## config.mk

```make
export PLATFORM = sky130hd
export DESIGN_NAME = fft_stereo_sequencer
export DESIGN_NICKNAME = d
export VERILOG_FILES = /design/src/rtl/fft_stereo_sequencer.sv
export SDC_FILE = /design/constraint.sdc
export NUM_CORES = 2
export LEC_CHECK = 0
export CORE_MARGIN = 2
export CORE_UTILIZATION = 57
export DETAILED_ROUTE_END_ITERATION = 8
export DONT_BUFFER_PORTS = 1
export PLACE_DENSITY = 0.74
export SYNTH_ARGS = -nofsm -noshare
export SYNTH_HDL_FRONTEND = slang
export SYNTH_SLANG_ARGS = --single-unit
export TNS_END_PERCENT = 30
```

## constraint.sdc

```tcl
create_clock -name clock -period 3.8 [get_ports clock]
set_input_delay 0.57 -clock clock [delete_from_list [all_inputs] [get_ports clock]]
set_output_delay 0.57 -clock clock [all_outputs]
set_load 0.01 [all_outputs]
```

## src/rtl/fft_stereo_sequencer.sv

```systemverilog
// Shares one streaming FFT core between left and right audio channels:
// captures stereo pairs into two frame banks and streams each full bank as a left frame then a right frame.
module fft_stereo_sequencer #(
  parameter int N_POINTS = 64,
  parameter int ADDR_W   = 6,
  parameter int DATA_W   = 16
) (
  input  logic              clock,
  input  logic              reset,
  input  logic              sample_valid,
  input  logic [DATA_W-1:0] sample_left,
  input  logic [DATA_W-1:0] sample_right,
  output logic              sample_drop,
  input  logic              sink_ready,
  output logic              sink_valid,
  output logic              sink_sop,
  output logic              sink_eop,
  output logic [DATA_W-1:0] sink_real,
  output logic [DATA_W-1:0] sink_imag,
  output logic [1:0]        sink_error,
  input  logic              source_valid,
  input  logic              source_sop,
  input  logic              source_eop,
  output logic              out_channel,
  output logic              stereo_done,
  output logic              busy
);

  typedef enum logic [1:0] {S_IDLE, S_LEFT, S_RIGHT} state_t;

  localparam logic [ADDR_W-1:0] LAST = ADDR_W'(N_POINTS - 1);
  localparam logic [ADDR_W-1:0] ZERO = '0;

  logic [DATA_W-1:0] left_mem  [2*N_POINTS];
  logic [DATA_W-1:0] right_mem [2*N_POINTS];

  state_t            state;
  logic              wr_bank, rd_bank;
  logic [ADDR_W-1:0] wr_ptr, rd_ptr;
  logic [1:0]        bank_full;

  logic              xfer, at_last, release_bank, accept, fill_done;
  logic [ADDR_W-1:0] rd_next;
  logic [1:0]        set_mask, clr_mask;
  logic              unused_source_sop;

  assign xfer         = sink_valid & sink_ready;
  assign at_last      = (rd_ptr == LAST);
  assign rd_next      = rd_ptr + 1'b1;
  assign release_bank = (state == S_RIGHT) & xfer & at_last;
  // A bank released on this very edge may take the incoming pair.
  assign accept       = sample_valid &
                        (~bank_full[wr_bank] | (release_bank & (rd_bank == wr_bank)));
  assign fill_done    = accept & (wr_ptr == LAST);
  assign set_mask     = fill_done    ? (wr_bank ? 2'b10 : 2'b01) : 2'b00;
  assign clr_mask     = release_bank ? (rd_bank ? 2'b10 : 2'b01) : 2'b00;

  assign busy              = (|bank_full) | (state != S_IDLE);
  assign sink_imag         = '0;
  assign sink_error        = 2'b00;
  assign unused_source_sop = source_sop;

  // NOTE: frame memories are never read before written, so they carry no reset and map to plain RAM.
  always_ff @(posedge clock) begin
    if (accept) begin
      left_mem[{wr_bank, wr_ptr}]  <= sample_left;
      right_mem[{wr_bank, wr_ptr}] <= sample_right;
    end
  end

  // NOTE: all state uses non-blocking assignments so every register samples pre-edge values.
  always_ff @(posedge clock or posedge reset) begin
    if (reset) begin
      wr_bank     <= 1'b0;
      wr_ptr      <= '0;
      sample_drop <= 1'b0;
      bank_full   <= 2'b00;
    end else begin
      sample_drop <= sample_valid & ~accept;
      bank_full   <= (bank_full & ~clr_mask) | set_mask;
      if (accept) begin
        if (wr_ptr == LAST) begin
          wr_bank <= ~wr_bank;
          wr_ptr  <= '0;
        end else begin
          wr_ptr <= wr_ptr + 1'b1;
        end
      end
    end
  end

  always_ff @(posedge clock or posedge reset) begin
    if (reset) begin
      state      <= S_IDLE;
      rd_bank    <= 1'b0;
      rd_ptr     <= '0;
      sink_valid <= 1'b0;
      sink_sop   <= 1'b0;
      sink_eop   <= 1'b0;
      sink_real  <= '0;
    end else begin
      case (state)
        S_IDLE: begin
          if (bank_full[rd_bank]) begin
            state      <= S_LEFT;
            rd_ptr     <= '0;
            sink_real  <= left_mem[{rd_bank, ZERO}];
            sink_valid <= 1'b1;
            sink_sop   <= 1'b1;
            sink_eop   <= 1'b0;
          end
        end
        S_LEFT: begin
          if (xfer) begin
            if (at_last) begin
              // Right frame follows the left eop with no gap cycle.
              state     <= S_RIGHT;
              rd_ptr    <= '0;
              sink_real <= right_mem[{rd_bank, ZERO}];
              sink_sop  <= 1'b1;
              sink_eop  <= 1'b0;
            end else begin
              rd_ptr    <= rd_next;
              sink_real <= left_mem[{rd_bank, rd_next}];
              sink_sop  <= 1'b0;
              sink_eop  <= (rd_next == LAST);
            end
          end
        end
        S_RIGHT: begin
          if (xfer) begin
            if (at_last) begin
              state      <= S_IDLE;
              rd_ptr     <= '0;
              rd_bank    <= ~rd_bank;
              sink_valid <= 1'b0;
              sink_sop   <= 1'b0;
              sink_eop   <= 1'b0;
            end else begin
              rd_ptr    <= rd_next;
              sink_real <= right_mem[{rd_bank, rd_next}];
              sink_sop  <= 1'b0;
              sink_eop  <= (rd_next == LAST);
            end
          end
        end
        default: state <= S_IDLE;
      endcase
    end
  end

  // Channel tag flips at each output eop so it is already correct at the next sop.
  always_ff @(posedge clock or posedge reset) begin
    if (reset) begin
      out_channel <= 1'b0;
      stereo_done <= 1'b0;
    end else begin
      stereo_done <= source_valid & source_eop & out_channel;
      if (source_valid & source_eop) out_channel <= ~out_channel;
    end
  end

endmodule

```

# After elaboration in Yosys (flattened, before gate mapping)
# Memory sizes are Yosys's and may differ from the RTL's.
# Cells that the tools add are included.
[op_classes]
n_bitwise = 19
n_mux = 39
reduce_logical = 14
n_lt_le_gt_ge = 2
n_addsub = 2
n_eq_ne = 13
[op_table]
columns = ["cell", "count"]
rows = [
  ["16-bit 2-to-1 mux", 5],
  ["16-bit case mux with 3 select lines", 1],
  ["6-bit 2-to-1 mux", 4],
  ["6-bit == test, second input constant", 3],
  ["2-bit 2-to-1 mux", 9],
  ["1-bit 2-to-1 mux", 15],
  ["6-bit by 1-bit adder with 6-bit output, second input constant", 2],
  ["2-bit inequality test, second input constant", 6],
  ["6-bit case mux with 2 select lines", 1],
  ["5-bit AND reduction", 2],
  ["1-bit AND", 9],
  ["4-bit AND reduction", 2],
  ["2-bit case mux with 3 select lines", 1],
  ["3-bit AND reduction", 2],
  ["2-bit nonzero test", 3],
  ["1-bit NOT", 5],
  ["1-bit by 2-bit < comparator with 1-bit output, second input constant", 2],
  ["1-bit case mux with 2 select lines", 2],
  ["2-bit OR reduction", 2],
  ["1-bit case mux with 3 select lines", 1],
  ["3-bit nonzero test", 1],
  ["2-bit AND", 1],
  ["2-bit by 1-bit == test with 1-bit output, second input constant", 1],
  ["2-bit == test, second input constant", 1],
  ["other kinds (7)", 8],
]
[totals]
mem_bits_rw = 4096
wordCells = 104
memories = 2
reg_bits = 40
inputBits = 39
output_inout_bits = 41
[memory_table]
columns = ["memory", "depth", "word_bits", "read_ports", "rd_clocked_by_memory_dff", "wr", "line", "rtl"]
rows = [
  ["left_mem", 128, 16, 2, 0, 1, "34", "logic [DATA_W-1:0] left_mem [2*N_POINTS];"],
  ["right_mem", 128, 16, 2, 0, 1, "35", "logic [DATA_W-1:0] right_mem [2*N_POINTS];"],
]

# Longest topological paths before layout
[logic_depth]
depth_word = 9
mapped_depth = 19
depth_no_buf = 9

# Worst setup path before layout
# No wires, ideal clock.
[synth_timing]
path_type = "register to register"
startpoint = "register rd_ptr[0]"
endpoint = "register sink_real[2]"
arrival_time_ns = 3.961
synth_period_minus_slack_ns = 4.079
setup_ns = 0.119
path_buffers = 11
required_ns = 3.681
path_slack_ns = -0.279
stages_incl_launch_ff = 20
cell_sequence = "dfrtp_1 -> buf_6 -> buf_4 -> buf_4 -> buf_4 -> buf_6 -> inv_2 -> clkbuf_1 -> ha_1 -> buf_4 -> buf_4 -> buf_2 -> buf_2 -> buf_1 -> mux4_2 -> mux2i_1 -> o32ai_1 -> nor4_1 -> nand4_1 -> o21a_1"
[synth_via]
elab_chain_len = 5
elab_cells_between_ends = 11
classes_between = "add/sub: 1; eq/ne: 2; mux: 5; reduce/logical: 1; memory: 2"
[synth_lines]
columns = ["item", "line", "rtl"]
rows = [
  ["start, declared", "39", "logic [ADDR_W-1:0] wr_ptr, rd_ptr;"],
  ["start signal, assigned", "123", "rd_ptr <= rd_next;"],
  ["start signal, assigned", "140", "rd_ptr <= rd_next;"],
  ["6-bit by 1-bit adder with 6-bit output", "49", "assign rd_next = rd_ptr + 1'b1;"],
  ["memory 128 x 16 bit (on tied branches)", "n/a", ""],
  ["16-bit 2-to-1 mux (on tied branches)", "132, 115", ""],
  ["16-bit 2-to-1 mux (on tied branches)", "131, 114", ""],
  ["16-bit case mux with 3 select lines", "102", "case (state)"],
  ["end signal, assigned", "107", "sink_real <= left_mem[{rd_bank, ZERO}];"],
  ["end signal, assigned", "119", "sink_real <= right_mem[{rd_bank, ZERO}];"],
  ["end signal, assigned", "141", "sink_real <= right_mem[{rd_bank, rd_next}];"],
  ["end, declared", "18", "output logic [DATA_W-1:0] sink_real,"],
]
# Parallel ways exist; a longest one is shown, timed or not. The select of a mux whose other input is x is not followed.
# A chain may end at the register's enable or synchronous reset.

# Worst setup path after layout
# Ends and elaborated chain as after synthesis.

==> flow_metrics.py <==
metrics = {
    "route": {
        "vias": 81800,
        "drtAntennaViolNets": 0,
        "drc": 0,
        "vias_per_cell": 6.89,
        "wl_per_cell_um": 37.0,
        "dr.pass1.iters": 7,
        "totalWireLength_um": 440000,
        "drt-initial-drc-count": 14300,
    },
    "critical_path": {
        "rr_endpoint": "sink_real[2]$_DFFE_PP0P_",
        "r2r_slack_ns": 0.01,
        "arrival_ns": 4.67,
        "critPathRequiredTime_ns": 4.68,
        "cp-end-kind": "register",
        "crit_type": "reg -> reg",
        "rr_startpoint": "rd_ptr[0]$_DFFE_PP0P_",
        "cp_max_fo": 40,
        "startpoint_type": "register",
        "rr_worst_depth": 11,
    },
    "place": {
        "portBuffers": 0,
        "dp_cells": 11100,
        "gp_congestion": 1.00,
        "dp_hpwl_um": 243000,
    },
    "worst_hold_path": {
        "min_to": "right_mem[119][4]$_DFFE_PP_",
        "worstHoldStart": "sample_right[4]",
        "hold_path_class": "in -> reg",
        "min_path_cells": 1,
    },
    "layout": {
        "layout.nets": 7839,
        "n_fill_cell": 17000,
        "syn2layout_area_growth_pct": 15.0,
        "seqCellArea_mm2": 0.124,
        "stdcell_count": 11900,
        "layout-drive-gt1-share_pct": 29.3,
        "mostFrequentLayoutCell": "edfxtp_1",
        "mostFrequentLayoutCells": "4096 x edfxtp_1, 1085 x mux4_2, 514 x nand2_1",
        "multi_input_area_mm2": 0.0346,
    },
    "power": {
        "p_leak_nw": 57.3,
        "power.internal_w": 0.0887,
        "p_clk_share_pct": 31.2,
        "p_total_w": 0.127,
        "pwr-share-seq_pct": 40.9,
        "power_density_mw_per_mm2": 689,
        "power_frac_comb_pct": 27.9,
        "swShare_pct": 30.0,
        "ir_drop_mv": 0.605,
        "power_switching_w": 0.0380,
    },
    "timing": {
        "slew-limit-headroom_pct": 25.4,
        "skew_ns": 0.0838,
        "setup_violations": 0,
        "tns_ns": 0,
        "max_freq_mhz": 264,
        "min_period_over_period_pct": 99.6,
        "hold_violations": 0,
        "whs_ns": 0.0198,
        "final_max_slew_viol_count": 0,
        "tightest_slew_ns": 1.12,
        "period_needed_ns": 3.79,
        "rsz0062_at_grt": "yes",
    },
    "clock_tree": {
        "clk_pin_slew_ns": 0.06,
        "htree_levels": 5,
        "root_buffer": "clkbuf_16",
        "worstSkewPairLatency_ns": 1.00,
        "cts_buffers": 404,
        "cts_tree": "yes",
        "cts_buffer_depth": 4,
        "cts_sinks": 4136,
    },
    "floorplanning": {
        "dieWidth_um": 534,
        "die_h_um": 534,
        "start_util_pct": 57.3,
        "fp-row-count": 194,
        "die_area_mm2": 0.285,
        "io_pins": 80,
        "core_mm2": 0.279,
    },
    "logic_synthesis": {
        "yosysTopAreaCell": "edfxtp_1",
        "postSynthAreaPerCell_um2": 22.1,
        "synth_seq_area_share_pct": 77.6,
        "yosys-top-cells-area": "edfxtp_1 77%, mux4_2 15%, nand2_1 1.2%",
        "synth_top_area_share_pct": 77.0,
        "synth_ff_type": "edfxtp_1",
        "synth_seq_cells": 4136,
        "syn_area_mm2": 0.160,
        "ys_types": 74,
        "synth_edf_count": 4096,
        "yosysWarnings": 0,
        "synthCells": 7241,
        "synthArstFlopShare_pct": 0.967,
    },
    "flow_run": {
        "maxCapViolCount": 0,
    },
    "global_route": {
        "grt_overflow": 0,
        "grt_pass1_vias": 80200,
        "antenna_found_initial": 21,
        "grt_use_total_pct": 30.9,
        "grt_max_degree": 129,
        "grt_pass1_wl_um": 618000,
    },
    "outcome": {
        "status": "finished clean",
    },
}
per-stage QoR:
stage	instance area [um2]	utilization [%]	setup slack, ns
4_1_cts	184000	65.8	0.0466
5_1_grt	184000	65.8	-0.0255
2_1_floorplan	160000	-	-0.159
3_5_place_dp	170000	60.7	-0.402
3_3_place_gp	170000	60.7	-0.405
6_report	184000	65.9	0.0135
power groups by stage:
stage / logic (W) / registers (W) / clock network (W)
after floorplan: 0.0219 / 0.0524 / 0
after global placement: 0.0333 / 0.0526 / 0
after detailed placement: 0.0336 / 0.0527 / 0
after CTS: 0.0351 / 0.0518 / 0.0399
after global routing: 0.0367 / 0.0518 / 0.0415
final: 0.0354 / 0.0518 / 0.0395
critical path, stage by stage, from the launching register on:
cell and delay, ns:
dfrtp_4 0.52, inv_2 0.08, ha_4 0.43, buf_12 0.26
buf_12 0.29, mux4_2 0.36, mux2i_1 0.57, nor3_1 0.12
buf_4 0.17, nor4_1 0.25, nand4_1 0.30, o21a_1 0.27
repair_timing:
| action | in CTS | in global routing |
|---|---|---|
| buffers inserted | 5 | 4 |
| setup endpoints to repair | 11 | 537 |
| gates resized for setup | 3 | 11 |
| endpoints found under the hold margin | 4129 | 0 |
| pin swaps | 1 | 3 |
| hold buffers | 37 | 0 |
kinds of logic after synthesis:
group                    count (synthesis)  share of synthesized area (%)
other                                    1                        0.00235
buffers and inverters                  421                           1.50
XOR/XNOR                                15                         0.0963
flip-flops                            4136                           77.6
multiplexers                          1249                           16.3
AO/OA/AOI/OAI                          339                           1.46
AND/OR/NAND/NOR                       1073                           2.97
adder cells (fa/ha/maj)                  7                         0.0548
per-layer routing:
layer / share of wire (%) / up-vias / wire [um] / GRT usage, %
met3: 13 / 972 / 57500 / 7.30
met5: 0.045 / - / 196 / 0
met4: 5.1 / 10 / 22300 / 12.6
li1: - / 31500 / - / -
met1: 35 / 43000 / 153000 / 43.1
met2: 47 / 6327 / 207000 / 47.8
cell usage after synthesis (6+ instances only):
cell / n
edfxtp_1: 4096
mux4_2: 1085
nand2_1: 521
nand3_1: 187
nor2_1: 184
mux2i_1: 151
buf_2: 117
clkbuf_1: 109
buf_4: 88
nand4_1: 68
a21oi_1: 63
buf_1: 50
buf_6: 45
o22ai_1: 45
dfrtp_1: 40
o21ai_0: 40
a211oi_1: 27
a31oi_1: 27
and3_1: 27
nor2b_1: 25
a32oi_1: 24
o211ai_1: 18
nor4_1: 16
o32ai_1: 14
mux2_2: 13
o21ai_1: 13
nor3_1: 11
a211o_1: 10
a32o_1: 9
inv_1: 9
a41o_1: 8
xnor2_1: 8
ha_1: 7
o21a_1: 7
and2_1: 6
how the worst max path moves through the flow:
stage / cells past startpoint / from / to
after floorplan: 10 / state[0]$_DFFE_PP0P_ / left_mem[107][0]$_DFFE_PP_
after global placement: 9 / rd_ptr[0]$_DFFE_PP0P_ / sink_real[4]$_DFFE_PP0P_
after detailed placement: 9 / rd_ptr[0]$_DFFE_PP0P_ / sink_real[4]$_DFFE_PP0P_
after CTS: 12 / rd_ptr[0]$_DFFE_PP0P_ / sink_real[15]$_DFFE_PP0P_
after global routing: 12 / rd_ptr[0]$_DFFE_PP0P_ / sink_real[15]$_DFFE_PP0P_
final: 11 / rd_ptr[0]$_DFFE_PP0P_ / sink_real[2]$_DFFE_PP0P_
final cells by class:
class	instances	area share (%)
Sequential cell	4136	67.5
Multi-Input combinational cell	2701	18.8
Clock buffer	504	5.79
Timing Repair Buffer	538	3.99
Tap cell	3724	2.53
Clock inverter	239	1.36
Inverter	12	0.0245
Antenna cell	14	0.0191
flip-flops by register name (all words and copies together) (netlist names):
name and cells:
right_mem 2048, sink_eop 1, bank_full 2, sink_real 16, wr_bank 1, left_mem 2048
stereo_done 1, sample_drop 1, sink_sop 1, rd_ptr 6, out_channel 1, wr_ptr 6
rd_bank 1, sink_valid 1, state 2
Power figures use the tool's default switching activity.
